`config.mk`:
```
export PLATFORM = sky130hd
export DESIGN_NAME = reg_write_arbiter_flat
export DESIGN_NICKNAME = d
export VERILOG_FILES = /design/src/rtl/reg_write_arbiter_if.sv /design/src/rtl/reg_write_arbiter.sv /design/src/flat_wrapper.sv
export SDC_FILE = /design/constraint.sdc
export NUM_CORES = 1
export LEC_CHECK = 0
export CAP_MARGIN = 30
export CORE_ASPECT_RATIO = 0.7
export CORE_MARGIN = 2
export CORE_UTILIZATION = 39
export DETAILED_ROUTE_END_ITERATION = 8
export PLACE_DENSITY = 0.86
export SLEW_MARGIN = 20
export SYNTH_ARGS = -nofsm -noshare
export SYNTH_HDL_FRONTEND = slang
export SYNTH_SLANG_ARGS = --single-unit
```
`constraint.sdc`:
```
create_clock -name clk -period 2 [get_ports clk]
set_clock_uncertainty 0.15 [all_clocks]
set_input_delay 0.3 -clock clk [delete_from_list [all_inputs] [get_ports clk]]
set_output_delay 0.3 -clock clk [all_outputs]
set_load 0.005 [all_outputs]
```
`src/rtl/reg_write_arbiter_if.sv`:
```
// Write-request, register-file write-port and forwarding signals of reg_write_arbiter.
// Handshake: a write transfers on a rising clk edge where reqN_valid & reqN_ready are both 1.
// A requester holds valid/addr/data stable until it sees ready.
interface reg_write_arbiter_if #(
   parameter int AW = 4,
   parameter int DW = 8
);
   logic          req0_valid;
   logic [AW-1:0] req0_addr;
   logic [DW-1:0] req0_data;
   logic          req0_ready;
   logic          req1_valid;
   logic [AW-1:0] req1_addr;
   logic [DW-1:0] req1_data;
   logic          req1_ready;
   logic          rf_hold;
   logic [AW-1:0] rf_wa;
   logic [DW-1:0] rf_wd;
   logic          rf_we;
   logic [AW-1:0] ra1;
   logic [AW-1:0] ra2;
   logic          fwd1_hit;
   logic          fwd2_hit;
   logic [DW-1:0] fwd_data;
   logic          dbg_stage_valid;
   logic          dbg_rr_ptr;

   modport master (
      output req0_valid, req0_addr, req0_data, req1_valid, req1_addr, req1_data,
             rf_hold, ra1, ra2,
      input  req0_ready, req1_ready, rf_wa, rf_wd, rf_we, fwd1_hit, fwd2_hit, fwd_data,
             dbg_stage_valid, dbg_rr_ptr
   );

   modport slave (
      input  req0_valid, req0_addr, req0_data, req1_valid, req1_addr, req1_data,
             rf_hold, ra1, ra2,
      output req0_ready, req1_ready, rf_wa, rf_wd, rf_we, fwd1_hit, fwd2_hit, fwd_data,
             dbg_stage_valid, dbg_rr_ptr
   );
endinterface

```
`src/rtl/reg_write_arbiter.sv`:
```
// Round-robin arbiter sharing the register-file write port between the ALU (req0)
// and the load/immediate path (req1), with a one-entry issue stage and forwarding.
module reg_write_arbiter #(
   parameter int AW = 4,
   parameter int DW = 8
) (
   input  logic               clk,
   input  logic               reset_n,
   reg_write_arbiter_if.slave bus
);

   logic          stage_valid_q, stage_valid_d;
   logic [AW-1:0] stage_addr_q,  stage_addr_d;
   logic [DW-1:0] stage_data_q,  stage_data_d;
   logic          rr_ptr_q,      rr_ptr_d;

   logic can_acc;
   logic grant0;
   logic grant1;
   logic we;

   always_ff @(posedge clk or negedge reset_n) begin
      if (!reset_n) begin
         stage_valid_q <= 1'b0;
         stage_addr_q  <= '0;
         stage_data_q  <= '0;
         rr_ptr_q      <= 1'b0;
      end else begin
         stage_valid_q <= stage_valid_d;
         stage_addr_q  <= stage_addr_d;
         stage_data_q  <= stage_data_d;
         rr_ptr_q      <= rr_ptr_d;
      end
   end

   // Grants are gated by reset_n so no requester sees ready while reset is held.
   always_comb begin
      we      = stage_valid_q & ~bus.rf_hold;
      can_acc = (~stage_valid_q | ~bus.rf_hold) & reset_n;
      grant0  = can_acc & bus.req0_valid & (~bus.req1_valid | ~rr_ptr_q);
      grant1  = can_acc & bus.req1_valid & (~bus.req0_valid |  rr_ptr_q);

      stage_valid_d = stage_valid_q;
      stage_addr_d  = stage_addr_q;
      stage_data_d  = stage_data_q;
      rr_ptr_d      = rr_ptr_q;

      if (we) begin
         stage_valid_d = 1'b0;
      end
      if (grant0) begin
         stage_valid_d = 1'b1;
         stage_addr_d  = bus.req0_addr;
         stage_data_d  = bus.req0_data;
         rr_ptr_d      = 1'b1;
      end else if (grant1) begin
         stage_valid_d = 1'b1;
         stage_addr_d  = bus.req1_addr;
         stage_data_d  = bus.req1_data;
         rr_ptr_d      = 1'b0;
      end
   end

   always_comb begin
      bus.req0_ready      = grant0;
      bus.req1_ready      = grant1;
      bus.rf_we           = we;
      bus.rf_wa           = stage_valid_q ? stage_addr_q : '0;
      bus.rf_wd           = stage_valid_q ? stage_data_q : '0;
      bus.fwd1_hit        = stage_valid_q & (stage_addr_q == bus.ra1);
      bus.fwd2_hit        = stage_valid_q & (stage_addr_q == bus.ra2);
      bus.fwd_data        = stage_valid_q ? stage_data_q : '0;
      bus.dbg_stage_valid = stage_valid_q;
      bus.dbg_rr_ptr      = rr_ptr_q;
   end

endmodule

```
`src/flat_wrapper.sv`:
```
// flat-port wrapper written by rule: the top's interface ports become plain ports
module reg_write_arbiter_flat 
#(
   parameter int AW = 4,
   parameter int DW = 8
)
  (clk, reset_n, bus_req0_valid, bus_req0_addr, bus_req0_data, bus_req1_valid, bus_req1_addr, bus_req1_data, bus_rf_hold, bus_ra1, bus_ra2, bus_req0_ready, bus_req1_ready, bus_rf_wa, bus_rf_wd, bus_rf_we, bus_fwd1_hit, bus_fwd2_hit, bus_fwd_data, bus_dbg_stage_valid, bus_dbg_rr_ptr);
  reg_write_arbiter_if #(.AW(AW), .DW(DW)) bus_i ();
  input  logic clk;
  input  logic reset_n;
  input wire logic [$bits(bus_i.req0_valid)-1:0] bus_req0_valid;
  input wire logic [$bits(bus_i.req0_addr)-1:0] bus_req0_addr;
  input wire logic [$bits(bus_i.req0_data)-1:0] bus_req0_data;
  input wire logic [$bits(bus_i.req1_valid)-1:0] bus_req1_valid;
  input wire logic [$bits(bus_i.req1_addr)-1:0] bus_req1_addr;
  input wire logic [$bits(bus_i.req1_data)-1:0] bus_req1_data;
  input wire logic [$bits(bus_i.rf_hold)-1:0] bus_rf_hold;
  input wire logic [$bits(bus_i.ra1)-1:0] bus_ra1;
  input wire logic [$bits(bus_i.ra2)-1:0] bus_ra2;
  output wire logic [$bits(bus_i.req0_ready)-1:0] bus_req0_ready;
  output wire logic [$bits(bus_i.req1_ready)-1:0] bus_req1_ready;
  output wire logic [$bits(bus_i.rf_wa)-1:0] bus_rf_wa;
  output wire logic [$bits(bus_i.rf_wd)-1:0] bus_rf_wd;
  output wire logic [$bits(bus_i.rf_we)-1:0] bus_rf_we;
  output wire logic [$bits(bus_i.fwd1_hit)-1:0] bus_fwd1_hit;
  output wire logic [$bits(bus_i.fwd2_hit)-1:0] bus_fwd2_hit;
  output wire logic [$bits(bus_i.fwd_data)-1:0] bus_fwd_data;
  output wire logic [$bits(bus_i.dbg_stage_valid)-1:0] bus_dbg_stage_valid;
  output wire logic [$bits(bus_i.dbg_rr_ptr)-1:0] bus_dbg_rr_ptr;
  assign bus_i.req0_valid = bus_req0_valid;
  assign bus_i.req0_addr = bus_req0_addr;
  assign bus_i.req0_data = bus_req0_data;
  assign bus_i.req1_valid = bus_req1_valid;
  assign bus_i.req1_addr = bus_req1_addr;
  assign bus_i.req1_data = bus_req1_data;
  assign bus_i.rf_hold = bus_rf_hold;
  assign bus_i.ra1 = bus_ra1;
  assign bus_i.ra2 = bus_ra2;
  assign bus_req0_ready = bus_i.req0_ready;
  assign bus_req1_ready = bus_i.req1_ready;
  assign bus_rf_wa = bus_i.rf_wa;
  assign bus_rf_wd = bus_i.rf_wd;
  assign bus_rf_we = bus_i.rf_we;
  assign bus_fwd1_hit = bus_i.fwd1_hit;
  assign bus_fwd2_hit = bus_i.fwd2_hit;
  assign bus_fwd_data = bus_i.fwd_data;
  assign bus_dbg_stage_valid = bus_i.dbg_stage_valid;
  assign bus_dbg_rr_ptr = bus_i.dbg_rr_ptr;
  reg_write_arbiter #(.AW(AW), .DW(DW)) u_core (.clk(clk), .reset_n(reset_n), .bus(bus_i));
endmodule
```
After elaboration in Yosys (flattened, before gate mapping):

Cells that the tools add are included.

* word-level logic and storage cells: 35
* bits in registers: 14
* input port bits: 37

* multiplexer cells: 11
* bitwise gates (word level): 16
* eq/ne operators: 2
* reductions and logical operators: 2

Operators by type and width (count)
* 2-to-1 mux 8 bit: 3
* 2-to-1 mux 4 bit: 3
* AND 1 bit: 8
* equality test 4 bit: 2
* 2-to-1 mux 1 bit: 5
* inverter 1 bit: 5
* bitwise OR 1 bit: 3
* nonzero test 3 bit: 1
* nonzero test 2 bit: 1

Logic depth before layout (Yosys ltp):

* depth after elaboration: 7
* mapped depth: 5
* depth with buffers taken out: 3

Least setup slack after synthesis:

OpenSTA, ideal clock, no wires.

* path type: flip-flop to output port
* start: register u_core.stage_valid_q, in the netlist u_core.bus.dbg_stage_valid
* end: output bus_req0_ready
* slack: 567 ps
* data required time: 1550 ps
* cell stages (with the launch flop): 5
* arrival time: 983 ps
* cell sequence: dfrtp_1 buf_6 a21bo_1 buf_2 nor2_1

* word-level cells in the longest chain between the ends: 5

Ends and longest elaborated chain
* start, declared: RTL line reg_write_arbiter.sv:12 `logic stage_valid_q, stage_valid_d;`
* start signal, assigned: RTL line reg_write_arbiter.sv:29 `stage_valid_q <= stage_valid_d;`
* inverter 1 bit: RTL line reg_write_arbiter.sv:39 `can_acc = (~stage_valid_q | ~bus.rf_hold) & reset_n;`
* bitwise OR 1 bit: RTL line reg_write_arbiter.sv:39
* AND 1 bit: RTL line reg_write_arbiter.sv:39
* AND 1 bit (2 in series): RTL line reg_write_arbiter.sv:40 `grant0 = can_acc & bus.req0_valid & (~bus.req1_valid | ~rr_ptr_q);`
* end, declared: RTL line flat_wrapper.sv:20 `output wire logic [$bits(bus_i.req0_ready)-1:0] bus_req0_ready;`

No other way between the ends.

Worst setup path in the final report:

* start: register u_core.stage_valid_q, in the netlist u_core.bus.dbg_stage_valid
* end: output bus_fwd_data[4]

* word-level cells in the longest chain between the ends: 1

Ends and longest elaborated chain
* 2-to-1 mux 8 bit: RTL line reg_write_arbiter.sv:72 `bus.fwd_data = stage_valid_q ? stage_data_q : '0;`
* end, declared: RTL line flat_wrapper.sv:27 `output wire logic [$bits(bus_i.fwd_data)-1:0] bus_fwd_data;`

No other way between the ends.

==> results.md <==
* LEAKAGE at just over 0.7 nW
* CTS hold repair buffers at 0
* Initial DRC Count at 38
* DRC at 0
* Post-CTS setup buffers at 0
* Final WL at ~3.1 mm
* Top routing layer used: met4
* Worst path buffer plus inverter count at 2
* Vias per inst at between 5 and 6
* Starting Density at between 40% and 50%
* Syn avg cell area at roughly 8.5 sq um
* CP required at approximately 1600 ps
* Yosys cell types at 27
* Pre-CTS setup slack at -327.3 ps
* Port Buffer Count at 63
* Switch share at about 30%
* Mapped Cells at about 120
* Arr. time, crit path at around 1500 ps
* Gr ovfl total at 0
* CTS buffer count at 3
* Clock latency on the worst-skew pair at roughly 240 ps
* Status: complete, no violations
* Die Y at between 40 and 50 um
* Register area at roughly 350 sq um
* Antenna viol nets, final at 0
* Largest net degree at the start of global routing at 16
* Final slew viol count at 0
* Critical-path cell list: buf_6 > and2_1 > clkdlybuf4s50_1
* Power Internal at around 0.8 mW
* Seq cells post-synth at 14
* WS Path Type: reg -> out
* Layout cell share with drive strength beyond 1 at approximately 15%
* CP max FO at 9
* Antenna cells at 0
* Clock Path Buffers at 2
* Fraction of registers with async set/reset at 100.0%
* Met2 WL at 1.453 mm
* Metal3 WL at roughly 300 um
* CTS tree: built
* CTS root buffer: clkbuf_8
* RSZ-0062 raised after global routing: no
* Syn nets at between 150 and 200
* Clk pin slew, worst setup/hold paths at around 60 ps
* Top-count cell post-synth: dfrtp_1
* Wire length per cell at ~14 um
* Top cell type's share of synthesized area at about a third
* Drt pass-1 iters at 5
* I/O pin cnt at 64
* Combinational fraction of design power at roughly 46%
* CTS sink cnt at 14
* FMAX at approximately 530 MHz
* Critical-path top delay cell: clkdlybuf4s50_1
* M1 WL at 1.289 mm
* Final Hold Vio Count at 0
* Critical Path End Type: output pin
* Synthesized area at slightly above 1000 sq um
* Worst hold path type: in -> async
* Top cells by area, synth: dfrtp_1 (35%), a31oi_1 (8.0%), and2_1 (7.4%)
* Final worst setup slack at between 90 and 100 ps
* Number of flops mapped to enable cells by yosys at 0
* Via count at around 1,100
* Die extent in x at 64.93 um
* Area of the multi-input gates at 529.3 sq um
* Period Utilization, post-route at between 90 and 100%
* Slew HR at 80.91%
* Endpoints failing setup at 0
* Levels on crit path at 3
* Area growth, synth to finish at 71.48%
* Worst Tran Pin Value at 283.3 ps
* # H-tree levels at 1
* Main synth FF type: dfrtp_1
* CP top delay family: buffers and inverters
* Sequential fraction of the synthesis area at between 30% and 40%
* Fillers at just over 200
* Total GRT Usage at a little over a fifth
* Initial antenna violation count at 0
* # rows at 15
* Placed wire-length estimate at 2.440 mm
* Yosys warning count at 0
* Fin crit period at between 1500 and 2000 ps
* Vias in the first global route at roughly 1,100
* Path depth of the worst reg2reg path at 5
* VDD IR max at about 0.29 mV
* Commonest cells post-synth: dfrtp_1 (14), a21oi_1 (13), a31oi_1 (13), o21ai_0 (13)
* Cell Pwr Density at 648.5 nW/um^2
* Slowest cell delay on critical path at slightly above 500 ps
* Max-Cap Viols at 0
* Clk pwr share at about 20%
* Switch Pwr at around 0.34 mW
* Die footprint at between 3000 and 4000 sq um
* First-pass GRT wire length at approximately 4.9 mm
* Placer congestion estimate at 0.7566
* Core area at about 2500 sq um
* Flop pwr share at 34.1%
* Final core utilization at about 71%
* Dominant cell type by area after synthesis: dfrtp_1
* Final-stage net count at about 220
* CP Launch Type: flip-flop
-- state kept, by name (all words and copies together), names as in the netlist --
signal,flops
u_core.stage_data_q,8
u_core.bus.dbg_stage_valid,1
u_core.stage_addr_q,4
u_core.bus.dbg_rr_ptr,1
-- worst reg2reg max path, cell delays in order, from the launching register on --
cell and delay [ps]:
dfrtp_2 440, buf_6 150, a21boi_4 140, buf_4 200, nand3_1 100, a31oi_1 210
-- cell usage in the layout (no fill, tap or decap), drive strengths merged, types with 4 or more instances in the layout --
cell	count
clkdlybuf4s50	57
buf	18
o21ai	14
dfrtp	14
a21oi	13
a31oi	13
and2	13
nand3	12
xor2	4
inv	4
-- layer usage --
metal,up-vias,GRT usage (%)
li1,552,-
met1,498,25.90
met2,65,38.97
met3,8,5.623
met4,0,6.383
met5,-,0
-- power by group through the flow --
stage	Sequential (mW)	Combinational, mW	Clock, mW
global placement	0.384	0.500	0
detailed placement	0.387	0.515	0
global route	0.395	0.561	0.234
floorplan	0.378	0.245	0
CTS	0.384	0.516	0.228
finish	0.385	0.515	0.227
-- kinds of logic after synthesis --
kind of cell	share of synthesized area (%)
AOI/OAI and AO/OA	28.64
and+or+nand+nor	18.64
buffers and inverters	13.83
DFF	34.57
xor gates and xnor gates	4.321
-- cell type report --
class / instances / area share [%]
Sequential cell: 14 / 20.23
Tap cell: 34 / 2.448
Inverter: 4 / 0.8639
Clock buffer: 3 / 2.376
Timing Repair Buffer: 80 / 43.63
Multi-Input combinational cell: 84 / 30.45
-- metrics by stage --
step / setup TNS, ps / cell area, sq um / instances / hold WS [ps] / power, mW
after CTS: 0 / 1728 / 219 / 295.4 / 1.128
after global placement: -665.9 / 1689 / 216 / 377.3 / 0.8835
final: 0 / 1738 / 219 / 300.1 / 1.127
after floorplan: 0 / 1013 / 119 / -145.6 / 0.6223
after detailed placement: -761.7 / 1689 / 216 / 384.6 / 0.9021
after global routing: 0 / 1738 / 219 / 319.7 / 1.190
-- what timing repair did --
item / 4_1_cts / 5_1_grt
gates resized for setup: 7 / 5
setup endpoints to repair: 4 / 14
pin swaps: 0 / 1
-- final timing paths --
kind	startpoint	slack, ps	end
max in group asynchronous	reset_n	1210	u_core.bus.dbg_stage_valid$_DFFE_PN0P_
worst max register to register	u_core.bus.dbg_stage_valid$_DFFE_PN0P_	510	u_core.stage_data_q[6]$_DFFE_PN0P_
worst min register to register	u_core.stage_data_q[5]$_DFFE_PN0P_	400	u_core.stage_data_q[5]$_DFFE_PN0P_
worst max-delay path	u_core.bus.dbg_stage_valid$_DFFE_PN0P_	100	bus_fwd_data[4]
min in group clk	u_core.stage_data_q[5]$_DFFE_PN0P_	400	u_core.stage_data_q[5]$_DFFE_PN0P_
worst min-delay path	reset_n	300	u_core.bus.dbg_rr_ptr$_DFFE_PN0P_
Note: power is estimated with default switching activity, not from simulation.
==> edit (config.mk and constraints unchanged) <==
Make the reset (`reset_n`) synchronous in one clocked block.
--- a/src/rtl/reg_write_arbiter.sv
+++ b/src/rtl/reg_write_arbiter.sv
@@ -19,7 +19,7 @@
    logic grant1;
    logic we;
 
-   always_ff @(posedge clk or negedge reset_n) begin
+   always_ff @(posedge clk) begin
       if (!reset_n) begin
          stage_valid_q <= 1'b0;
          stage_addr_q  <= '0;
Check against the original RTL: differs if reset_n is asserted again (counterexample within 4 cycles, from zero or initial values and one cycle with reset_n low); with reset_n held inactive, the same outputs for 10 cycles.
==> edit against the original RTL <==
Sequential cell count stayed put. Register-to-register slack worse by 0.23 ns. Non-clock buffer count is 2 lower. Total power is 19% lower. Synthesized area is 0.99% lower. Design area is 0.79% lower. Routed wire length is 5.8% higher. Setup slack better by 0.016 ns. Count of clock-buffer cells in the layout is 1 higher. Highest routed layer unchanged. Combinational power is 40% lower.
==> edit: results (changes against the original RTL) <==
Parameter                              Value

Finish
  Clock distribution area overhead in the final layout ... 3.193% (+0.82 points)
  Seq Cell Count ... 14 (unchanged)
  Non-clock buffer count ... 78 (-2.5%)
  Layout multi-input combinational cell count ... 87 (+3.6%)
  Number of non-clock inverters in the layout ... 1 (-3)
  Proportion of layout cells with a drive suffix above 1 ... 16.85% (+1.7 points)
  Final-stage net count ... 222 (-0.89%)
  Area of combinational cells with multiple inputs ... 590.6 um2 (+12%)
  Non-Clock Buffer Area Fraction ... 43.40% (-0.23 points)
  Final design instance area without fill ... 1724 um2 (-0.79%)
  Clock tree buffer count of the final layout ... 4 (+1)
  Sequential share of cell area ... 16.47% (-3.8 points)

Status
  Outcome ... complete, no violations

Power and ir drop
  Static leakage ... 0.0006594 uW (-8.8%)
  Power dissipated by switching net loads ... 251.5 uW (-26%)
  Worst-case vdd ir drop ... 0.0003261 V (+12%)
  Combinational power share ... 33.7% (-12 points)
  Part of the total power dissipated in sequential elements ... 35.6% (+1.5 points)

GRT
  GR met2 Demand/Resource ... 42.08% (+3.1 points)
  GRT met3 Usage ... 5.379% (-0.24 points)
  Wire length of the first global-routing pass ... 4802 um (-2.9%)
  Gr usage total ... 21.40% (-0.19 points)
  Pin count of the biggest net entering global routing ... 25 (+9)

Setup path
  Crit Reg-Reg Endpoint ... u_core.stage_data_q[1]
  CP Capture Point ... bus_req1_ready
  R2R depth ... 6 (+1)
  Largest fanout of any net on the critical path ... 6 (-3)

Synth
  Most frequent cells after synthesis ... sky130_fd_sc_hd__dfxtp_1, sky130_fd_sc_hd__a21oi_1, sky130_fd_sc_hd__and2_1, sky130_fd_sc_hd__nand3_1, sky130_fd_sc_hd__buf_4
  Synth area leaders ... sky130_fd_sc_hd__dfxtp_1, sky130_fd_sc_hd__a311oi_1, sky130_fd_sc_hd__buf_4
  Proportion of synthesized flip-flops having asynchronous set or reset ... 0% (-100 points)
  Count of different cell masters after synthesis ... 28 (+3.7%)
  Net count after synthesis ... 157 (+0.64%)

Drt
  Average routed wire per standard cell ... 14.93 um (+6.3%)
  Drt first pass iters ... 4 (-1)
  DR vias/cell ... 5.202 (+1.4%)
  Iteration-0 DRC count of the detailed router ... 32 (-16%)

Placement
  Worst slack, placed ... -0.2126 ns (+0.1147 ns)
  Cell area after placement ... 1625 um2 (-3.8%)
  Weighted congestion at the end of routability-driven global placement ... 0.7952 (+5.1%)
  Post-DP HPWL ... 2428 um (-0.49%)
  # placed instances ... 211 (-2.3%)

Timing
  Minimum clock period after layout ... 1.888 ns (-0.01602 ns)
  Post-Route Hold Slack ... 0.3633 ns (+0.06325 ns)

Die
  X dimension of the die ... 64.63 um (-0.47%)

Worst hold path
  Worst min path class ... reg -> reg
[edit: what timing repair did]
item	CTS	global route
endpoints found under the setup margin	25	3
setup buffers	0	3
resized for setup	9	1
hold buffers	0	0
[edit: critical path, cell delays in order (launching register included)]
cell and delay [ns]:
sky130_fd_sc_hd__dfxtp_4 0.36, sky130_fd_sc_hd__buf_4 0.15, sky130_fd_sc_hd__buf_4 0.14, sky130_fd_sc_hd__a21boi_4 0.11, sky130_fd_sc_hd__and3_2 0.19, sky130_fd_sc_hd__dlygate4sd2_1 0.23
[edit: cells by family (layout without fill, tap and decap cells)]
kind of cell / after synthesis / in the layout / synth area share [%]
compound gates: 42 / 42 / 30.42
xor+xnor: 8 / 8 / 6.983
buf+inv: 19 / 83 / 14.46
flops: 14 / 14 / 27.93
simple gates: 37 / 37 / 20.20
[edit: metal layers]
metal,up-vias,wire length (um)
li1,557,-
met1,517,1305
met2,56,1678
met3,4,251
met4,0,19
met5,-,0
